[src/rtl/addsub_serial_acc.sv]
// ---------------------------------------------------------------------------
// addsub_serial_acc
//   Digit-serial two's-complement adder/subtractor with an accumulate mode.
//   One DIGIT-bit slice is added per cycle, LSB slice first. The slice carry
//   is registered between cycles, so a WIDTH-bit operation takes K = WIDTH/DIGIT
//   RUN cycles. After that comes a single DONE cycle that pulses done_o.
//   Optional signed saturation is controlled by SATURATE.
//
//   Parameters
//     WIDTH    operand/result width (must be a multiple of DIGIT)
//     DIGIT    bits added per cycle
//     SATURATE 1 = clamp the result on signed overflow
//
//   Ports
//     clk_i         clock, rising edge
//     rst_ni        asynchronous active-low reset
//     start_i       launch an operation (sampled in IDLE or DONE only)
//     op_i          00 A+B, 01 A-B, 10 S+B, 11 S-B
//     a_i, b_i      operands
//     clr_sticky_i  clear sticky_ovf_o (loses to a same-edge set)
//     busy_o        high in every RUN cycle
//     done_o        one-cycle pulse, result valid
//     s_o           registered result, held until the next done
//     overflow_o    signed overflow of the last operation
//     carry_o       carry out of the MSB (subtract: 1 = no borrow)
//     sticky_ovf_o  set by any overflowing operation until cleared
// ---------------------------------------------------------------------------
module addsub_serial_acc #(
  parameter int WIDTH    = 16,
  parameter int DIGIT    = 4,
  parameter int SATURATE = 0
) (
  input  logic             clk_i,
  input  logic             rst_ni,
  input  logic             start_i,
  input  logic [1:0]       op_i,
  input  logic [WIDTH-1:0] a_i,
  input  logic [WIDTH-1:0] b_i,
  input  logic             clr_sticky_i,
  output logic             busy_o,
  output logic             done_o,
  output logic [WIDTH-1:0] s_o,
  output logic             overflow_o,
  output logic             carry_o,
  output logic             sticky_ovf_o
);

  localparam int K  = WIDTH / DIGIT;
  localparam int CW = (K > 1) ? $clog2(K) : 1;

  typedef enum logic [1:0] {IDLE, RUN, DONE} state_t;

  state_t            state_q, state_d;
  logic [CW-1:0]     cnt_q, cnt_d;
  logic [WIDTH-1:0]  opa_q, opa_d;     // first operand, shifted right per slice
  logic [WIDTH-1:0]  opb_q, opb_d;     // second operand (already inverted for subtract)
  logic [WIDTH-1:0]  res_q, res_d;     // partial sum, filled one slice at a time
  logic              cy_q, cy_d;       // inter-slice carry
  logic [WIDTH-1:0]  s_q, s_d;
  logic              ovf_q, ovf_d;
  logic              carry_q, carry_d;
  logic              sticky_q, sticky_d;

  // Slice datapath
  logic [DIGIT-1:0]  slice_a, slice_b;
  logic [DIGIT:0]    slice_sum;
  logic              cin_msb;
  logic              last;
  logic              ovf_now;
  logic [WIDTH-1:0]  sat_val;

  assign slice_a   = opa_q[DIGIT-1:0];
  assign slice_b   = opb_q[DIGIT-1:0];
  assign slice_sum = {1'b0, slice_a} + {1'b0, slice_b} + {{DIGIT{1'b0}}, cy_q};

  // On the final slice, bit DIGIT-1 is the word MSB. The carry into it is
  // recovered from the sum bit, so this also works when DIGIT == 1.
  assign cin_msb = slice_sum[DIGIT-1] ^ slice_a[DIGIT-1] ^ slice_b[DIGIT-1];
  assign last    = (cnt_q == CW'(K - 1));
  assign ovf_now = cin_msb ^ slice_sum[DIGIT];

  // Overflow needs same-signed operands, so the first operand's sign
  // decides which rail to clamp to.
  assign sat_val = slice_a[DIGIT-1] ? {1'b1, {(WIDTH-1){1'b0}}}
                                    : {1'b0, {(WIDTH-1){1'b1}}};

  always_comb begin
    state_d  = state_q;
    cnt_d    = cnt_q;
    opa_d    = opa_q;
    opb_d    = opb_q;
    res_d    = res_q;
    cy_d     = cy_q;
    s_d      = s_q;
    ovf_d    = ovf_q;
    carry_d  = carry_q;
    sticky_d = sticky_q;

    case (state_q)
      IDLE, DONE: begin
        if (start_i) begin
          state_d = RUN;
          cnt_d   = '0;
          // Accumulate ops read s_q as it stands now, including a clamped value.
          opa_d   = op_i[1] ? s_q : a_i;
          opb_d   = op_i[0] ? ~b_i : b_i;
          cy_d    = op_i[0];
          res_d   = '0;
        end else begin
          state_d = IDLE;
        end
      end
      RUN: begin
        res_d[int'(cnt_q)*DIGIT +: DIGIT] = slice_sum[DIGIT-1:0];
        cy_d  = slice_sum[DIGIT];
        opa_d = opa_q >> DIGIT;
        opb_d = opb_q >> DIGIT;
        cnt_d = cnt_q + CW'(1);
        if (last) begin
          state_d = DONE;
          ovf_d   = ovf_now;
          carry_d = slice_sum[DIGIT];
          s_d     = ((SATURATE != 0) && ovf_now) ? sat_val : res_d;
        end
      end
      default: state_d = IDLE;
    endcase

    // Set takes priority over clear on the same edge.
    if (clr_sticky_i) sticky_d = 1'b0;
    if ((state_q == RUN) && last && ovf_now) sticky_d = 1'b1;
  end

  always_ff @(posedge clk_i or negedge rst_ni) begin
    if (!rst_ni) begin
      state_q  <= IDLE;
      cnt_q    <= '0;
      opa_q    <= '0;
      opb_q    <= '0;
      res_q    <= '0;
      cy_q     <= 1'b0;
      s_q      <= '0;
      ovf_q    <= 1'b0;
      carry_q  <= 1'b0;
      sticky_q <= 1'b0;
    end else begin
      state_q  <= state_d;
      cnt_q    <= cnt_d;
      opa_q    <= opa_d;
      opb_q    <= opb_d;
      res_q    <= res_d;
      cy_q     <= cy_d;
      s_q      <= s_d;
      ovf_q    <= ovf_d;
      carry_q  <= carry_d;
      sticky_q <= sticky_d;
    end
  end

  assign busy_o       = (state_q == RUN);
  assign done_o       = (state_q == DONE);
  assign s_o          = s_q;
  assign overflow_o   = ovf_q;
  assign carry_o      = carry_q;
  assign sticky_ovf_o = sticky_q;

`ifndef SYNTHESIS
  // Every RUN phase is at least one cycle long, so done can never repeat.
  a_busy_done_excl: assert property (@(posedge clk_i) disable iff (!rst_ni)
    !(busy_o && done_o));
  a_done_pulse: assert property (@(posedge clk_i) disable iff (!rst_ni)
    done_o |=> !done_o);
`endif

endmodule
[config.mk]
export PLATFORM = sky130hd
export DESIGN_NAME = addsub_serial_acc
export DESIGN_NICKNAME = d
export VERILOG_FILES = /design/src/rtl/addsub_serial_acc.sv
export SDC_FILE = /design/constraint.sdc
export NUM_CORES = 1
export LEC_CHECK = 0
export BUFFER_PORTS_ARGS = -buffer_cell sky130_fd_sc_hd__buf_2
export CAP_MARGIN = 20
export CORE_UTILIZATION = 30
export DETAILED_ROUTE_END_ITERATION = 10
export PLACE_DENSITY_LB_ADDON = 0.05
export RECOVER_POWER = 25
export SETUP_SLACK_MARGIN = 0.2
export SYNTH_ARGS = -nofsm -noshare
export SYNTH_HDL_FRONTEND = slang
export SYNTH_SLANG_ARGS = --single-unit
[constraint.sdc]
create_clock -name clk_i -period 2.2 [get_ports clk_i]
set_input_delay 0 -clock clk_i [delete_from_list [all_inputs] [get_ports clk_i]]
set_output_delay 0 -clock clk_i [all_outputs]
set_load 0.03 [all_outputs]
=== Word level (Yosys, flattened, before mapping) ===
Index checks and enable logic that the tools add are counted.

* Input bits: 38
* Register bits after elaboration: 72

* Equal/unequal tests: 5
* Bitwise gates (word level): 4
* Add/subtract/negate cells: 4
* Multiplexer cells: 18
* Shifts and indexed selects: 2
* Reduce and logical (&&, ||, !) cells: 8

{| class="wikitable"
|+ Operators by type and width
! cell !! number
|-
| $pmux 16 s2 || 3
|-
| $mux 16 || 5
|-
| $neg 4->33 || 1
|-
| $shift 4x33->16 const A || 1
|-
| $shiftx 4x33->16 || 1
|-
| $bwmux 16 || 1
|-
| $not 16->16 || 1
|-
| $pmux 2 s2 || 2
|-
| $add 4x4->5 || 1
|-
| $add 5x1->5 || 1
|-
| $eq 2x2->1 const B || 2
|-
| $mux 1 || 4
|-
| $mux 2 || 2
|-
| $reduce_and 2->1 || 2
|-
| $reduce_bool 2->1 || 2
|-
| $xor 1x1->1 || 3
|-
| $add 2x1->2 const B || 1
|-
| $eq 2x1->1 const B || 1
|-
| $logic_and 1x1->1 || 2
|-
| $logic_not 2->1 || 1
|-
| $ne 2x1->1 const B || 1
|-
| $ne 2x2->1 const B || 1
|-
| $pmux 1 s2 || 1
|-
| $reduce_or 2->1 || 1
|}

=== Logic depth before layout (Yosys ltp) ===
* Word-level depth: 7
* Gate-level depth with buffers: 8
* Mapped depth without buffers: 8

=== Least setup slack after synthesis ===
OpenSTA, ideal clock, no wires.

* Path type: reg-to-reg
* From: reg opa_q[0]
* To: reg sticky_q (netlist: sticky_ovf_o)
* Stages on the path, launching flop included: 9
* Setup slack: 383 ps
* Data arrival time: 1688 ps
* Cells stage by stage: dfrtp_1 -> fa_1 -> inv_1 -> fa_1 -> nand2b_1 -> o2bb2ai_1 -> xnor2_1 -> xnor2_1 -> o22ai_1

* Cells in the longest elaborated chain, start to end: 7
* Elaborated cells on any way between the ends: 8
* Classes of those cells: add/sub: 2; mux: 1; bitwise: 3; reduce/logical: 2

{| class="wikitable"
|+ RTL lines
! item !! RTL line !! text
|-
| from (decl) || 55 || <nowiki>logic [WIDTH-1:0] opa_q, opa_d;</nowiki>
|-
| from (signal assigned) || 149 || <nowiki>opa_q <= opa_d;</nowiki>
|-
| $add 4x4->5 (*) || 74 || <nowiki>assign slice_sum = {1'b0, slice_a} + {1'b0, slice_b} + {{DIGIT{1'b0}}, cy_q};</nowiki>
|-
| $add 5x1->5 (*) || 74 ||
|-
| $xor 1x1->1 (2 in a row) || 78 || <nowiki>assign cin_msb = slice_sum[DIGIT-1] ^ slice_a[DIGIT-1] ^ slice_b[DIGIT-1];</nowiki>
|-
| $xor 1x1->1 (*) || 80 || <nowiki>assign ovf_now = cin_msb ^ slice_sum[DIGIT];</nowiki>
|-
| $logic_and 1x1->1 (*) || 131 || <nowiki>if ((state_q == RUN) && last && ovf_now) sticky_d = 1'b1;</nowiki>
|-
| $mux 1 / $reduce_bool 2->1 (equally long branches) || -- ||
|-
| to (signal assigned) || 156 || <nowiki>sticky_q <= sticky_d;</nowiki>
|-
| to (decl) || 62 || <nowiki>logic sticky_q, sticky_d;</nowiki>
|}

Mark *: on every way between the ends. The rest lies on a longest branch, timed or not.
A chain may end at the register's enable or synchronous reset.

=== Final worst setup path ===
Same ends and word-level chain as after synthesis.

==> impl_metrics.csv <==
group,metric,value,unit
run_status,status,"finished clean",
cells_and_area,drive_gt1_share,25.4,%
placement,gp_congestion,0.712,
yosys,synth_warnings,0,
sta,slew-limit-headroom,32.8,%
cts,cts_tree,"done",
critical_path,ff2ff_setup_slack,0.31,ns
sta,finalSetupTns,0,ns
sta,rsz0062_at_grt,"yes",
cells_and_area,diodes,0,
placement,dpl.cell_count,514,
sta,fin_crit_sh,85.8,%
yosys,async_flop_share,100,%
yosys,avgSynthCellArea,10.9,um2
yosys,synth_compound_area_share,21.1,%
sta,finalMaxSlewViolations,0,
placement,place_area,3990,um2
global_route,grt_usage,17.1,%
power,p_per_area,1530,nW/um2
cells_and_area,syn2layout_area_growth,27.8,%
yosys,synth_fa_ha_area_share,4.38,%
critical_path,end_kind,"flop",
yosys,synth-simple-area-share,8.98,%
cts,clk_latency,0.34,ns
critical_path,worstPathRequired,2.40,ns
drt,drc,0,
global_route,grt_start_max_net_pins,73,
floorplan,rows,38,
placement,io_buffers,58,
yosys,ys_types,31,
cells_and_area,layout_common_cells,"dfrtp_1, buf_2, nand2_1, o21ai_0, a22oi_1",
min_path,hold_path_end,"opa_q[2]",
drt,wl_met2,4180,um
floorplan,die_area,12000,um2
cts,cts_buffers,9,
min_path,min-delay-start,"a_i[2]",
global_route,antenna_found_initial,0,
min_path,whs_path_depth,3,
drt,routed.top_layer,"met4",
cells_and_area,nets,450,
yosys,ys_ff_latch,72,
drt,met1Wirelength,4870,um
cts,root_buffer,"clkbuf_16",
cts,clock_sinks,72,
run,cap_violations,0,
drt,ant_nets,0,
sta,tightest_slew,1.01,ns
critical_path,cp-startpoint,"opa_q[0]",
power,leakagePower,0.00207,uW
sta,hold_viol_final,0,
sta,finalCriticalPeriod,1.89,ns
critical_path,worstSetupPathType,"flop to flop",
sta,fin_worst_skew,0.00670,ns
global_route,grt_pass1_vias,2685,
floorplan,die_h,110,um
critical_path,critPathArrivalTime,2.08,ns
drt,wirelength,9550,um
power,vdd_ir_drop_max,538,uV
floorplan,fp.dieW,110,um
sta,final-setup-viol-count,0,
cts,htree_levels,3,
yosys,synth_cells,320,
yosys,synth-main-ff-cell,"dfrtp_1",
cells_and_area,layout_commonest_cell,"dfrtp_1",
placement,post-dp-hpwl,6700,um
cells_and_area,fin_cells,546,
min_path,hold_class,"input port to flop",
cells_and_area,final_area,4450,um2
cells_and_area,nFillCells,1094,
yosys,synth-xor-area-share,5.50,%
drt,wl_met3,369,um
global_route,grt-ovfl-total,0,
cells_and_area,fin_util,40.2,%
yosys,muxShareOfSynthArea,4.60,%
drt,vias_per_cell,4.91,
floorplan,core-area,11100,um2
yosys,ys_seq_area_share,51.7,%
drt,drtIter0Drc,197,
critical_path,reg2reg_depth,8,
floorplan,io_pins,59,
yosys,synth-edff-count,0,
floorplan,initial_core_util,31.4,%
yosys,syn_nets,369,
cts,clk_pin_slew,0.06,ns
critical_path,path_max_fanout,3,
critical_path,r2r-start,"opa_q[0]",
yosys,netlist_area,3480,um2
drt,wire_per_inst,17.5,um
critical_path,worst_r2r_endpoint,"sticky_ovf_o",
sta,clock.fmax,0.530,GHz
cts,clock_path_buffers,2,
global_route,grt_pass1_wl,15000,um
drt,first_pass_iters,4,
drt,num_vias,2680,
yosys,synth_top_family_by_area,"compound AO/OA/AOI/OAI gates",
critical_path,start_kind,"flop",
==> cell type report <==
| cell class | instances | area (um2) | share of cell area (%) |
|---|---|---|---|
| timing repair buffer | 89 | 561 | 12.6 |
| sequential | 72 | 1800 | 40.5 |
| tap | 140 | 175 | 3.94 |
| multi-input combinational | 217 | 1580 | 35.6 |
| inverter | 12 | 45.0 | 1.01 |
| clock inverter | 6 | 43.8 | 0.984 |
| clock buffer | 10 | 239 | 5.37 |
==> per-layer routing <==
metal	global-route usage (%)	up-vias
met2	25.9	67
met4	6.10	0
met1	24.0	1291
met5	0	-
met3	3.73	9
li1	-	1313
==> critical path, stage by stage (launching register included) <==
cell and delay, ns:
dfrtp_1 0.40, fa_2 0.39, inv_1 0.08, fa_2 0.21, nand2b_4 0.13, o2bb2ai_4 0.13
xnor2_1 0.15, xnor2_1 0.16, o22ai_1 0.09
==> stage by stage <==
step | hold slack, ns | setup slack (ns) | power, uW
floorplan | -0.296 | 0.383 | 4230
global placement | 0.0688 | 0.273 | 5360
global route | 0.0139 | 0.161 | 7300
CTS | 0.00197 | 0.204 | 6800
detailed placement | 0.0674 | 0.227 | 5370
finish | 0.00683 | 0.313 | 6800
==> how the worst max path moves through the flow <==
stage and end:
3_3_place_gp sticky_ovf_o, 3_5_place_dp sticky_ovf_o, 4_1_cts sticky_ovf_o, 6_report sticky_ovf_o, 2_1_floorplan sticky_ovf_o, 5_1_grt sticky_ovf_o
==> state kept, by name (all words and copies together) (netlist names) <==
name,cells
s_o,16
cy_q,1
cnt_q,2
opa_q,16
opb_q,16
sticky_ovf_o,1
carry_o,1
res_q,16
state_q,2
overflow_o,1
==> synthesized netlist by cell type (all sizes together), types with 3 or more instances <==
master	instances	area [um2]
xnor2	19	174
buf	12	58.8
o21ai	46	230
a32o	4	40.0
a21oi	5	28.8
dfrtp	72	1800
clkbuf	7	26.3
mux2i	16	160
a221o	11	110
a22o	12	105
inv	12	45.1
nor2b	6	37.5
nor2	14	52.6
a22oi	25	188
nand2	33	124
ha	9	113
nand2b	3	18.8
==> timing repair <==
action | CTS | global route
hold endpoints to repair | 86 | 0
setup endpoints to repair | 0 | 13
resized for setup | 0 | 5
hold buffers | 15 | 0
setup buffers | 0 | 1
==> kinds of logic after synthesis <==
| family | Yosys count |
|---|---|
| AOI/OAI and AO/OA | 107 |
| DFF | 72 |
| and+or+nand+nor | 62 |
| buffers and inverters | 31 |
| xor gates and xnor gates | 21 |
| muxes | 16 |
| adders and majority gates | 11 |
==> report_power, final <==
group,total (uW),switching (uW),internal (uW)
combinational,3220,2040,1180
sequential,2200,377,1820
clock,1380,585,795
total,6800,3000,3800
No activity file was read; power rests on OpenSTA's default activity.
